<file path="src/rtl/alu_seq.sv">
`default_nettype none
// ============================================================================
// Module      : alu_seq
// Description : Handshaked multi-cycle ALU with flags, iterative shifts and
//               branch next-PC computation.
// Revision    : 1.0 - initial release
// ============================================================================
module alu_seq #(
  parameter int DW  = 8,
  parameter int IMW = 4
) (
  input  logic           clk,
  input  logic           rst,
  input  logic           in_valid,
  output logic           in_ready,
  input  logic [3:0]     op,
  input  logic [DW-1:0]  rs1_data,
  input  logic [DW-1:0]  rd_data,
  input  logic [IMW-1:0] pc,
  input  logic [IMW-1:0] b_imm,
  output logic           out_valid,
  input  logic           out_ready,
  output logic [DW-1:0]  result,
  output logic [IMW-1:0] pc_next,
  output logic           flag_z,
  output logic           flag_c,
  output logic           err
);

  localparam int SW = $clog2(DW);

  localparam logic [3:0] c_OP_ADD = 4'b0000;
  localparam logic [3:0] c_OP_SUB = 4'b0001;
  localparam logic [3:0] c_OP_AND = 4'b0010;
  localparam logic [3:0] c_OP_OR  = 4'b0011;
  localparam logic [3:0] c_OP_XOR = 4'b0100;
  localparam logic [3:0] c_OP_SLT = 4'b0101;
  localparam logic [3:0] c_OP_SHL = 4'b0110;
  localparam logic [3:0] c_OP_SHR = 4'b0111;
  localparam logic [3:0] c_OP_BEQ = 4'b1000;
  localparam logic [3:0] c_OP_BLT = 4'b1001;

  typedef enum logic [1:0] {
    S_IDLE  = 2'd0,
    S_SHIFT = 2'd1,
    S_DONE  = 2'd2
  } state_t;

  state_t          r_state;
  logic [SW-1:0]   r_cnt;
  logic            r_is_shl;

  logic [DW:0]     w_sum;
  logic [DW:0]     w_diff;
  logic            w_lt;
  logic            w_cond;
  logic [DW-1:0]   w_res;
  logic [IMW-1:0]  w_pc;
  logic            w_c;
  logic            w_legal;
  logic            w_is_shift;
  logic [SW-1:0]   w_amt;
  logic [DW-1:0]   w_shifted;

  assign in_ready  = (r_state == S_IDLE);
  assign out_valid = (r_state == S_DONE);

  assign w_sum     = {1'b0, rs1_data} + {1'b0, rd_data};
  assign w_diff    = {1'b0, rs1_data} - {1'b0, rd_data};
  assign w_lt      = w_diff[DW];
  assign w_amt     = rd_data[SW-1:0];
  assign w_shifted = r_is_shl ? (result << 1) : (result >> 1);

  always_comb begin
    w_res      = '0;
    w_pc       = '0;
    w_c        = 1'b0;
    w_legal    = 1'b1;
    w_is_shift = 1'b0;
    w_cond     = 1'b0;
    case (op)
      c_OP_ADD: begin w_res = w_sum[DW-1:0];  w_c = w_sum[DW]; end
      c_OP_SUB: begin w_res = w_diff[DW-1:0]; w_c = w_lt;      end
      c_OP_AND: w_res = rs1_data & rd_data;
      c_OP_OR:  w_res = rs1_data | rd_data;
      c_OP_XOR: w_res = rs1_data ^ rd_data;
      c_OP_SLT: w_res = {{(DW-1){1'b0}}, w_lt};
      c_OP_SHL, c_OP_SHR: begin
        w_res      = rs1_data;
        w_is_shift = 1'b1;
      end
      c_OP_BEQ, c_OP_BLT: begin
        w_cond = (op == c_OP_BEQ) ? (rs1_data == rd_data) : w_lt;
        w_res  = {{(DW-1){1'b0}}, w_cond};
        w_pc   = w_cond ? (pc + b_imm) : (pc + IMW'(1));
      end
      default:  w_legal = 1'b0;
    endcase
  end

  always_ff @(posedge clk or posedge rst) begin
    if (rst) begin
      r_state  <= S_IDLE;
      r_cnt    <= '0;
      r_is_shl <= 1'b0;
      result   <= '0;
      pc_next  <= '0;
      flag_z   <= 1'b0;
      flag_c   <= 1'b0;
      err      <= 1'b0;
    end else begin
      case (r_state)
        S_IDLE: begin
          if (in_valid) begin
            result   <= w_res;
            pc_next  <= w_pc;
            flag_c   <= w_c;
            err      <= ~w_legal;
            flag_z   <= w_legal & (w_res == '0);
            r_is_shl <= (op == c_OP_SHL);
            r_cnt    <= w_is_shift ? w_amt : '0;
            // a zero-length shift is complete on the accept edge
            if (w_is_shift && (w_amt != '0)) begin
              r_state <= S_SHIFT;
            end else begin
              r_state <= S_DONE;
            end
          end
        end
        S_SHIFT: begin
          result <= w_shifted;
          flag_z <= (w_shifted == '0);
          r_cnt  <= r_cnt - SW'(1);
          if (r_cnt == SW'(1)) begin
            r_state <= S_DONE;
          end
        end
        S_DONE: begin
          if (out_ready) begin
            r_state <= S_IDLE;
          end
        end
        default: r_state <= S_IDLE;
      endcase
    end
  end

endmodule
`default_nettype wire
</file>
<file path="config.mk">
export PLATFORM = sky130hd
export DESIGN_NAME = alu_seq
export DESIGN_NICKNAME = d
export VERILOG_FILES = /design/src/rtl/alu_seq.sv
export SDC_FILE = /design/constraint.sdc
export NUM_CORES = 1
export LEC_CHECK = 0
export CAP_MARGIN = 30
export CORE_ASPECT_RATIO = 2
export CORE_UTILIZATION = 58
export CTS_CLUSTER_DIAMETER = 150
export DETAILED_ROUTE_END_ITERATION = 8
export PLACE_DENSITY_LB_ADDON = 0.05
export SLEW_MARGIN = 10
export SYNTH_ARGS = -nofsm -noshare
export SYNTH_HDL_FRONTEND = slang
export SYNTH_SLANG_ARGS = --single-unit
export TNS_END_PERCENT = 100
</file>
<file path="constraint.sdc">
create_clock -name clk -period 4.5 [get_ports clk]
set_input_delay 0.9 -clock clk [delete_from_list [all_inputs] [get_ports clk]]
set_output_delay 0.9 -clock clk [all_outputs]
set_load 0.1 [all_outputs]
</file>
# Word-level counts from Yosys, hierarchy flattened
# Cells that the tools add are included.
# Widths: inputs -> output; s select.
# word_totals
regBits,21
inputBits,32
out_inout_bits,17
wordCells,67
# classes
addsub,5
n_eq_ne,16
mux,20
bitwise_logic,5
n_reduce_logical,13
# ops
operator,n
$pmux 8 s8,1
$eq 4x3->1 const B,4
$logic_not 8->1,2
$mux 8,2
$pmux 8 s2,1
$reduce_or 10->1,1
$add 8x8->9,1
$sub 8x8->9,1
$and 8x8->8,1
$eq 4x2->1 const B,2
$eq 4x4->1 const B,2
$eq 8x8->1,1
$mux 2,4
$mux 4,2
$or 8x8->8,1
$xor 8x8->8,1
$mux 3,2
$pmux 2 s3,1
$pmux 3 s2,1
$add 4x1->4 const B,1
$add 4x4->4,1
$eq 4x1->1 const B,1
$logic_not 4->1,1
$mux 1,4
other kinds (16),20

# Longest topological paths before layout
# Gate-level depths: netlist (run 1).
# depth
ltp_word,7
mapped_depth,16
ltp_nobuf,16

# Least setup slack after synthesis (run 1)
# OpenSTA, ideal clock, no wires.
# synth_timing
kind,input-to-reg
from,input rs1_data[0]
to,register pc_next[3]
setup_ns,0.129
arrival_time_ns,3.393
required_time_ns,4.371
setup_slack_ns,0.979
cell_stages,16
path_buffers,0
cell_sequence,inv_1 ha_1 inv_1 fa_1 nor2b_1 o21ai_0 o211ai_1 a21oi_1 nor2_1 or2_2 ha_1 a21o_1 a21oi_1 xor2_1 xnor2_1 o21ai_0
# synth_via
elab_chain_len,4
elab_cells_between_ends,5
classes_between,1 x add/sub; 1 x eq/ne; 3 x mux
# synth_lines
element,line,source
"start, declared",17,"input logic [DW-1:0] rs1_data,"
$sub 8x8->9 / $eq 8x8->1 (equally long branches),"69, 93",
$mux 1 (*),93,w_cond = (op == c_OP_BEQ) ? (rs1_data == rd_data) : w_lt;
$mux 4 (*),95,w_pc = w_cond ? (pc + b_imm) : (pc + IMW'(1));
$mux 4 (*),81,case (op)
"end signal, assigned",116,pc_next <= w_pc;
"end, declared",24,"output logic [IMW-1:0] pc_next,"
# Every way passes the cells marked *; elsewhere a longest branch is shown, timed or not.
# A chain may end at the register's enable or synchronous reset.

# Final worst setup path (run 1)
# Same ends and word-level chain as after synthesis.

==> summary.json, run 1 <==
{
  "critical_path.max_stage_delay": {"value": 0.47, "unit": "ns"},
  "layout.filler_cells": {"value": 373},
  "status": {"value": "finished clean"},
  "ys_types": {"value": 65},
  "yosys_warnings": {"value": 0},
  "finalHoldViolations": {"value": 0},
  "layout-drive-gt1-share": {"value": 4.696, "unit": "%"},
  "post_synthesis_cells": {"value": 325},
  "num-nets-final": {"value": 429},
  "postCtsSetupRepairBufs": {"value": 0},
  "worst_setup_hold_path_clk_slew": {"value": 0.08, "unit": "ns"},
  "dr_total_vias": {"value": 2683},
  "async_flop_share": {"value": 100.0, "unit": "%"},
  "clockBufferDepth": {"value": 2},
  "dp_hpwl": {"value": 5889, "unit": "um"},
  "synth-seq-area-share": {"value": 20.30, "unit": "%"},
  "ctsHoldBuffers": {"value": 0},
  "cts_repair_resize_count": {"value": 0},
  "synth-edff-count": {"value": 0},
  "fin_setup_tns": {"value": 0, "unit": "ns"},
  "final_max_slew_viol_count": {"value": 0},
  "dp.cells": {"value": 412},
  "ctsRootBufferMaster": {"value": "clkbuf_8"},
  "grt_most_used_layer": {"value": "met2"},
  "port_buffers": {"value": 48},
  "timing.setup.critical_path_class": {"value": "in2reg"},
  "grt_antenna_before_repair": {"value": 0},
  "insertion_delay": {"value": 0.27, "unit": "ns"},
  "synth_top_area_share": {"value": 20.30, "unit": "%"},
  "core.rowCount": {"value": 34},
  "cts_htree_levels": {"value": 1},
  "detail_route.vias_per_cell": {"value": 6.450},
  "finalWeightedCongestion": {"value": 0.9386},
  "core_region_area": {"value": 4297, "unit": "sq um"},
  "gr-usage-all-layers": {"value": 33.72, "unit": "%"},
  "min-delay-path-class": {"value": "reg2reg"},
  "global_route.overflow_total": {"value": 0},
  "synthTopCellsByArea": {"value": "dfrtp_1, ha_1, inv_1, mux2i_1, nand2_1"},
  "die_height": {"value": 96.48, "unit": "um"},
  "grt_pass1_vias": {"value": 2687},
  "diodes": {"value": 0},
  "drtIter0Drc": {"value": 86},
  "fin_crit_sh": {"value": 91.12, "unit": "%"},
  "static_leakage": {"value": 1.361, "unit": "nW"},
  "worst-slew-pin-transition": {"value": 1.024, "unit": "ns"},
  "global_route_wire_length_before_repair": {"value": 12290, "unit": "um"},
  "ant_nets": {"value": 0},
  "slew-limit-headroom": {"value": 30.86, "unit": "%"},
  "power.density_cell_area": {"value": 452.9, "unit": "nW/um^2"},
  "firstDrtPassIters": {"value": 5},
  "die_width": {"value": 49.24, "unit": "um"},
  "drt-wirelength-per-cell": {"value": 17.77, "unit": "um"},
  "grt.met3_usage": {"value": 3.130, "unit": "%"},
  "cts_made_buffers": {"value": 3},
  "met2_usage": {"value": 63.01, "unit": "%"},
  "average_instance_area_after_synthesis": {"value": 7.965, "unit": "sq um"},
  "cap_violations": {"value": 0},
  "fmax": {"value": 0.2439, "unit": "GHz"},
  "clkSinkCount": {"value": 21},
  "worst-endpoint-required": {"value": 4.65, "unit": "ns"},
  "drc": {"value": 0},
  "grt_max_degree": {"value": 29},
  "irDropWorstVdd": {"value": 0.5310, "unit": "mV"},
  "biggest_area_consumer_among_synthesized_cells": {"value": "dfrtp_1"},
  "routed_wl": {"value": 7394, "unit": "um"},
  "finClkSkew": {"value": 0.005678, "unit": "ns"},
  "cts_tree": {"value": "built"},
  "area_delta_synth_final": {"value": 20.25, "unit": "%"},
  "worstPathMaxFanout": {"value": 3},
  "postSynthNetCount": {"value": 391},
  "min_clock_period_post_route": {"value": 4.100, "unit": "ns"},
  "postSynth.topFlopCell": {"value": "dfrtp_1"},
  "fp.dieArea": {"value": 4751, "unit": "sq um"},
  "cp.arrival": {"value": 4.25, "unit": "ns"},
  "setup.worst_path.end_class": {"value": "register"},
  "grtUsageMet1": {"value": 32.72, "unit": "%"},
  "netlist_area": {"value": 2589, "unit": "sq um"},
  "unrepaired_setup_endpoints_after_global_routing": {"value": "no"},
  "crit_chain": {"value": "clkdlybuf4s50_1 -> inv_1 -> ha_1 -> inv_1 -> fa_1 -> nor2b_1 -> o21ai_0 -> o211ai_1 -> a21oi_1 -> nor2_1 -> or2_2 -> ha_1 -> a21o_1 -> a21oi_1 -> xor2_1 -> xnor2_1 -> o21ai_0"},
  "stdcell_count": {"value": 416},
  "final_setup_violation_count": {"value": 0},
  "num_io_pins": {"value": 49},
  "worst_setup_path_start_kind": {"value": "primary input"},
  "initial_core_util": {"value": 60.25, "unit": "%"},
  "yosys_reg_bits": {"value": 21},
  "critical_path.slowest_cell": {"value": "clkdlybuf4s50_1"}
}
-- per-layer routing --
layer	up-vias	share of wire, %	wire [um]
met2	125	53	3917
met3	39	4.5	331
met1	1266	35	2576
met4	0	7.7	569
met5	-	0	0
li1	1253	-	-
-- area by class of cell --
cell class              instances  area, sq um  share of cell area, %
flip-flops and latches         21        525.5                  16.88
multi-input cells             252         1839                  59.08
inverters                      33        123.9                  3.979
clock buffers                   3        41.29                  1.326
repair buffers                 52        510.5                  16.40
well taps                      54        67.56                  2.170
clock inverters                 1        5.005                 0.1608
-- logic make-up (layout without fill, tap and decap cells) --
family	count (synthesis)	count (layout)	share of synthesized area [%]
AND/OR/NAND/NOR	113	113	23.39
adder cells (fa/ha/maj)	34	34	17.30
flip-flops	21	21	20.30
XOR/XNOR	3	3	1.015
buffers and inverters	52	89	8.651
AO/OA/AOI/OAI	90	90	24.65
multiplexers	12	12	4.688
-- per-stage QoR --
stage	setup WS [ns]	utilization [%]	hold WS (ns)	cell area, sq um	total power [mW]
2_1_floorplan	0.9788	-	0.4559	2589	1.035
3_3_place_gp	0.3388	71.37	0.4620	3067	1.258
3_5_place_dp	0.1433	71.37	0.4703	3067	1.276
4_1_cts	0.4130	72.45	0.4882	3113	1.405
5_1_grt	0.1691	72.45	0.5061	3113	1.481
6_report	0.3998	72.45	0.4842	3113	1.410
-- power by group --
part / leakage, nW / internal, mW / switching [mW] / total [mW]
combinational: 1.06 / 0.269 / 0.678 / 0.947
sequential: 0.277 / 0.258 / 0.0753 / 0.333
clock: 0.0255 / 0.0620 / 0.0678 / 0.130
-- cells in the final DEF (no fill, tap or decap), drive strengths merged, types with 3 or more instances in the layout --
cell	n
mux2i	11
nand2b	7
nor2b	9
a21oi	20
ha	31
dfrtp	21
o211ai	5
nor3	12
nor3b	6
fa	3
inv	33
or3	3
clkdlybuf4s50	48
o22ai	4
clkbuf	3
o21a	3
a211oi	3
and2	3
nand3	11
nor4	5
o221ai	10
nor2	19
nand2	27
buf	4
and3	3
o21ai	16
-- state kept, by name, summed over array words and instances (netlist names) --
name / count
err: 1
flag_c: 1
flag_z: 1
pc_next: 4
r_cnt: 3
r_is_shl: 1
r_state: 2
result: 8
-- worst max-delay path, delay by kind of cell --
family	cells	cell delay, ns
simple gates	3	0.54
buf+inv	3	0.65
fa+ha+maj	3	0.79
compound gates	6	1.03
xor+xnor	2	0.35
-- cell usage after synthesis (all sizes together), types with 4 or more instances --
library cell   n
nand2b         7
nor2          19
inv           33
mux2i         11
o21ai         16
o221ai        10
nand3         11
nand2         27
buf           11
ha            31
nor3          12
nor4           5
o211ai         5
a21oi         20
o22ai          4
clkbuf         8
dfrtp         21
nor2b          9
nor3b          6
-- worst paths after layout --
check | start | endpoint | slack (ns) | depth (start not counted)
worst max-delay path | rs1_data[0] | pc_next[3] | 0.40 | 17
max in group asynchronous | rst | pc_next[0] | 2.90 | 2
worst min register to register | pc_next[3] | pc_next[3] | 0.48 | 2
worst max register to register | r_state[0] | flag_z | 2.52 | 6
min in group asynchronous | rst | result[0] | 1.10 | 2
worst min-delay path | pc_next[3] | pc_next[3] | 0.48 | 2
No activity file was read; power rests on OpenSTA's default activity.
==> run 2, diff against run 1 <==
--- a/config.mk
+++ b/config.mk
@@ -11,6 +11,7 @@
 export CTS_CLUSTER_DIAMETER = 150
 export DETAILED_ROUTE_END_ITERATION = 8
 export PLACE_DENSITY_LB_ADDON = 0.05
+export SKIP_CTS_REPAIR_TIMING = 1
 export SLEW_MARGIN = 10
 export SYNTH_ARGS = -nofsm -noshare
 export SYNTH_HDL_FRONTEND = slang
==> results of run 2 <==
The final DEF is identical to that of run 1; final timing and power are the same.
==> run 3, diff against run 2 <==
==> constraint.sdc (replaced) <==
create_clock -name clk -period 4.5 [get_ports clk]
set_input_delay 0.45 -clock clk [delete_from_list [all_inputs] [get_ports clk]]
set_output_delay 0.45 -clock clk [all_outputs]
set_load 0.1 [all_outputs]
==> summary.json, run 3 (same netlist as run 1, synthesis figures left out) <==
{
  "hold-path-cell-count": {"value": 1},
  "num_io_pins": {"value": 49},
  "dr_total_vias": {"value": 2699},
  "gr-usage-all-layers": {"value": 32.56, "unit": "%"},
  "worst_setup_path_start_kind": {"value": "primary input"},
  "layout.cells.most_common": {"value": "clkdlybuf4s50_1"},
  "crit-reg2reg-capture": {"value": "flag_z"},
  "finClkSkew": {"value": 0.006275, "unit": "ns"},
  "worst-r2r-cell-count": {"value": 6},
  "num-nets-final": {"value": 428},
  "unrepaired_setup_endpoints_after_global_routing": {"value": "no"},
  "worstPathMaxFanout": {"value": 4},
  "cp.arrival": {"value": 3.76, "unit": "ns"},
  "cap_violations": {"value": 0},
  "die_height": {"value": 96.48, "unit": "um"},
  "cts_tree": {"value": "built"},
  "routed_wl": {"value": 7527, "unit": "um"},
  "reg2reg_slack": {"value": 2.50, "unit": "ns"},
  "fp.dieArea": {"value": 4751, "unit": "sq um"},
  "static_leakage": {"value": 1.356, "unit": "nW"},
  "final_max_slew_viol_count": {"value": 0},
  "finish.instance_area": {"value": 3105, "unit": "sq um"},
  "critical_path.slowest_cell": {"value": "clkdlybuf4s50_1"},
  "initial_core_util": {"value": 60.25, "unit": "%"},
  "global_route.overflow_total": {"value": 0},
  "layout-drive-gt1-share": {"value": 4.432, "unit": "%"},
  "crit_chain": {"value": "clkdlybuf4s50_1 -> ha_1 -> inv_1 -> fa_1 -> nor2b_1 -> o21ai_0 -> o211ai_1 -> a21oi_1 -> nor2_1 -> or2_2 -> ha_1 -> a21o_1 -> a21oi_1 -> xor2_1 -> xnor2_1 -> o21ai_0"},
  "final_core_utilization": {"value": 72.28, "unit": "%"},
  "worst_setup_hold_path_clk_slew": {"value": 0.08, "unit": "ns"},
  "min_clock_period_post_route": {"value": 3.610, "unit": "ns"},
  "timing.setup.critical_path_class": {"value": "in2reg"},
  "core_region_area": {"value": 4297, "unit": "sq um"},
  "final_setup_violation_count": {"value": 0},
  "cp-startpoint": {"value": "rd_data[0]"},
  "irDropWorstVdd": {"value": 0.3907, "unit": "mV"},
  "grt_most_used_layer": {"value": "met2"},
  "largest_reg_flops": {"value": 8},
  "post-route-worst-setup-slack": {"value": 0.8899, "unit": "ns"},
  "area_delta_synth_final": {"value": 19.96, "unit": "%"},
  "met2_usage": {"value": 61.99, "unit": "%"},
  "slew-limit-headroom": {"value": 29.76, "unit": "%"},
  "core.rowCount": {"value": 34},
  "largest_registers": {"value": "result (8), pc_next (4), r_cnt (3)"},
  "cts_htree_levels": {"value": 1},
  "dp.cells": {"value": 411},
  "min-delay-start": {"value": "r_cnt[2]"},
  "dp_hpwl": {"value": 5933, "unit": "um"},
  "worst-endpoint-required": {"value": 4.65, "unit": "ns"},
  "clockBufferDepth": {"value": 2},
  "finalWeightedCongestion": {"value": 0.9335},
  "finalHoldViolations": {"value": 0},
  "firstDrtPassIters": {"value": 5},
  "holdWs": {"value": 0.5038, "unit": "ns"},
  "fmax": {"value": 0.2770, "unit": "GHz"},
  "pre_cts_slack": {"value": 0.6341, "unit": "ns"},
  "drtIter0Drc": {"value": 126},
  "global_route_wire_length_before_repair": {"value": 11880, "unit": "um"},
  "diodes": {"value": 0},
  "insertion_delay": {"value": 0.27, "unit": "ns"},
  "most-common-layout-cells": {"value": "clkdlybuf4s50_1, inv_1, ha_1"},
  "die_width": {"value": 49.24, "unit": "um"},
  "stdcell_count": {"value": 415},
  "status": {"value": "finished clean"},
  "fin_crit_sh": {"value": 80.22, "unit": "%"},
  "drc": {"value": 0},
  "setup.worst_path.end_class": {"value": "register"},
  "grt.met3_usage": {"value": 2.660, "unit": "%"},
  "detail_route.vias_per_cell": {"value": 6.504},
  "fin_setup_tns": {"value": 0, "unit": "ns"},
  "grt_antenna_before_repair": {"value": 0},
  "grt_pass1_vias": {"value": 2616},
  "grt_max_degree": {"value": 29},
  "min-delay-path-class": {"value": "reg2reg"},
  "regMostFlops": {"value": "result"},
  "cp.buffers_inverters": {"value": 2},
  "worst-slew-pin-transition": {"value": 1.040, "unit": "ns"},
  "report.power.total": {"value": 1.414, "unit": "mW"},
  "placed_cell_area": {"value": 3059, "unit": "sq um"},
  "ctsRootBufferMaster": {"value": "clkbuf_8"},
  "layout.filler_cells": {"value": 373},
  "critical_path.max_stage_delay": {"value": 0.56, "unit": "ns"},
  "critical_path.top_delay_family": {"value": "compound AO/OA/AOI/OAI gates"},
  "power.density_cell_area": {"value": 455.2, "unit": "nW/um^2"},
  "holdPathEnd": {"value": "r_cnt[2]"},
  "port_buffers": {"value": 48},
  "drt-wirelength-per-cell": {"value": 18.14, "unit": "um"},
  "cts_made_buffers": {"value": 3},
  "clkSinkCount": {"value": 21},
  "ant_nets": {"value": 0},
  "grtUsageMet1": {"value": 31.14, "unit": "%"},
  "regToRegStartpoint": {"value": "r_state[0]"}
}
==> run 3: cell count changes in the layout (fill, tap and decap cells not counted) <==
cell   delta
buf_4     -1
==> run 3: metal layers <==
metal | vias to the layer above | part of all wire (%) | routed length [um]
li1 | 1247 | - | -
met1 | 1260 | 33 | 2507
met2 | 151 | 53 | 4021
met3 | 41 | 5.8 | 437
met4 | 0 | 7.5 | 561
met5 | - | 0 | 0
==> run 3: final cells by class <==
| class | instances | area [sq um] | share of cell area (%) |
|---|---|---|---|
| multi-input combinational | 252 | 1839 | 59.23 |
| sequential | 21 | 525.5 | 16.92 |
| timing repair buffer | 51 | 503.0 | 16.20 |
| inverter | 33 | 123.9 | 3.989 |
| tap | 54 | 67.56 | 2.176 |
| clock buffer | 3 | 41.29 | 1.330 |
| clock inverter | 1 | 5.005 | 0.1612 |
==> run 3: power by group <==
part	switching (mW)	internal, mW	total, mW
clock network	0.0679	0.0620	0.130
registers	0.0784	0.258	0.336
logic	0.679	0.268	0.948
total	0.826	0.588	1.41
==> run 3: worst reg2reg max path: cells and delay by family (launching register included) <==
| kind | cells | cell delay (ns) |
|---|---|---|
| compound gates | 1 | 0.23 |
| simple gates | 5 | 1.23 |
| flops | 1 | 0.44 |
==> run 3: worst max-delay path by stage <==
stage	slack (ns)	endpoint	depth (start not counted)
detailed placement	0.63	pc_next[3]	16
global placement	0.78	pc_next[3]	16
finish	0.89	pc_next[3]	16
floorplan	1.43	pc_next[3]	16
global route	0.64	pc_next[3]	17
CTS	0.89	pc_next[3]	16
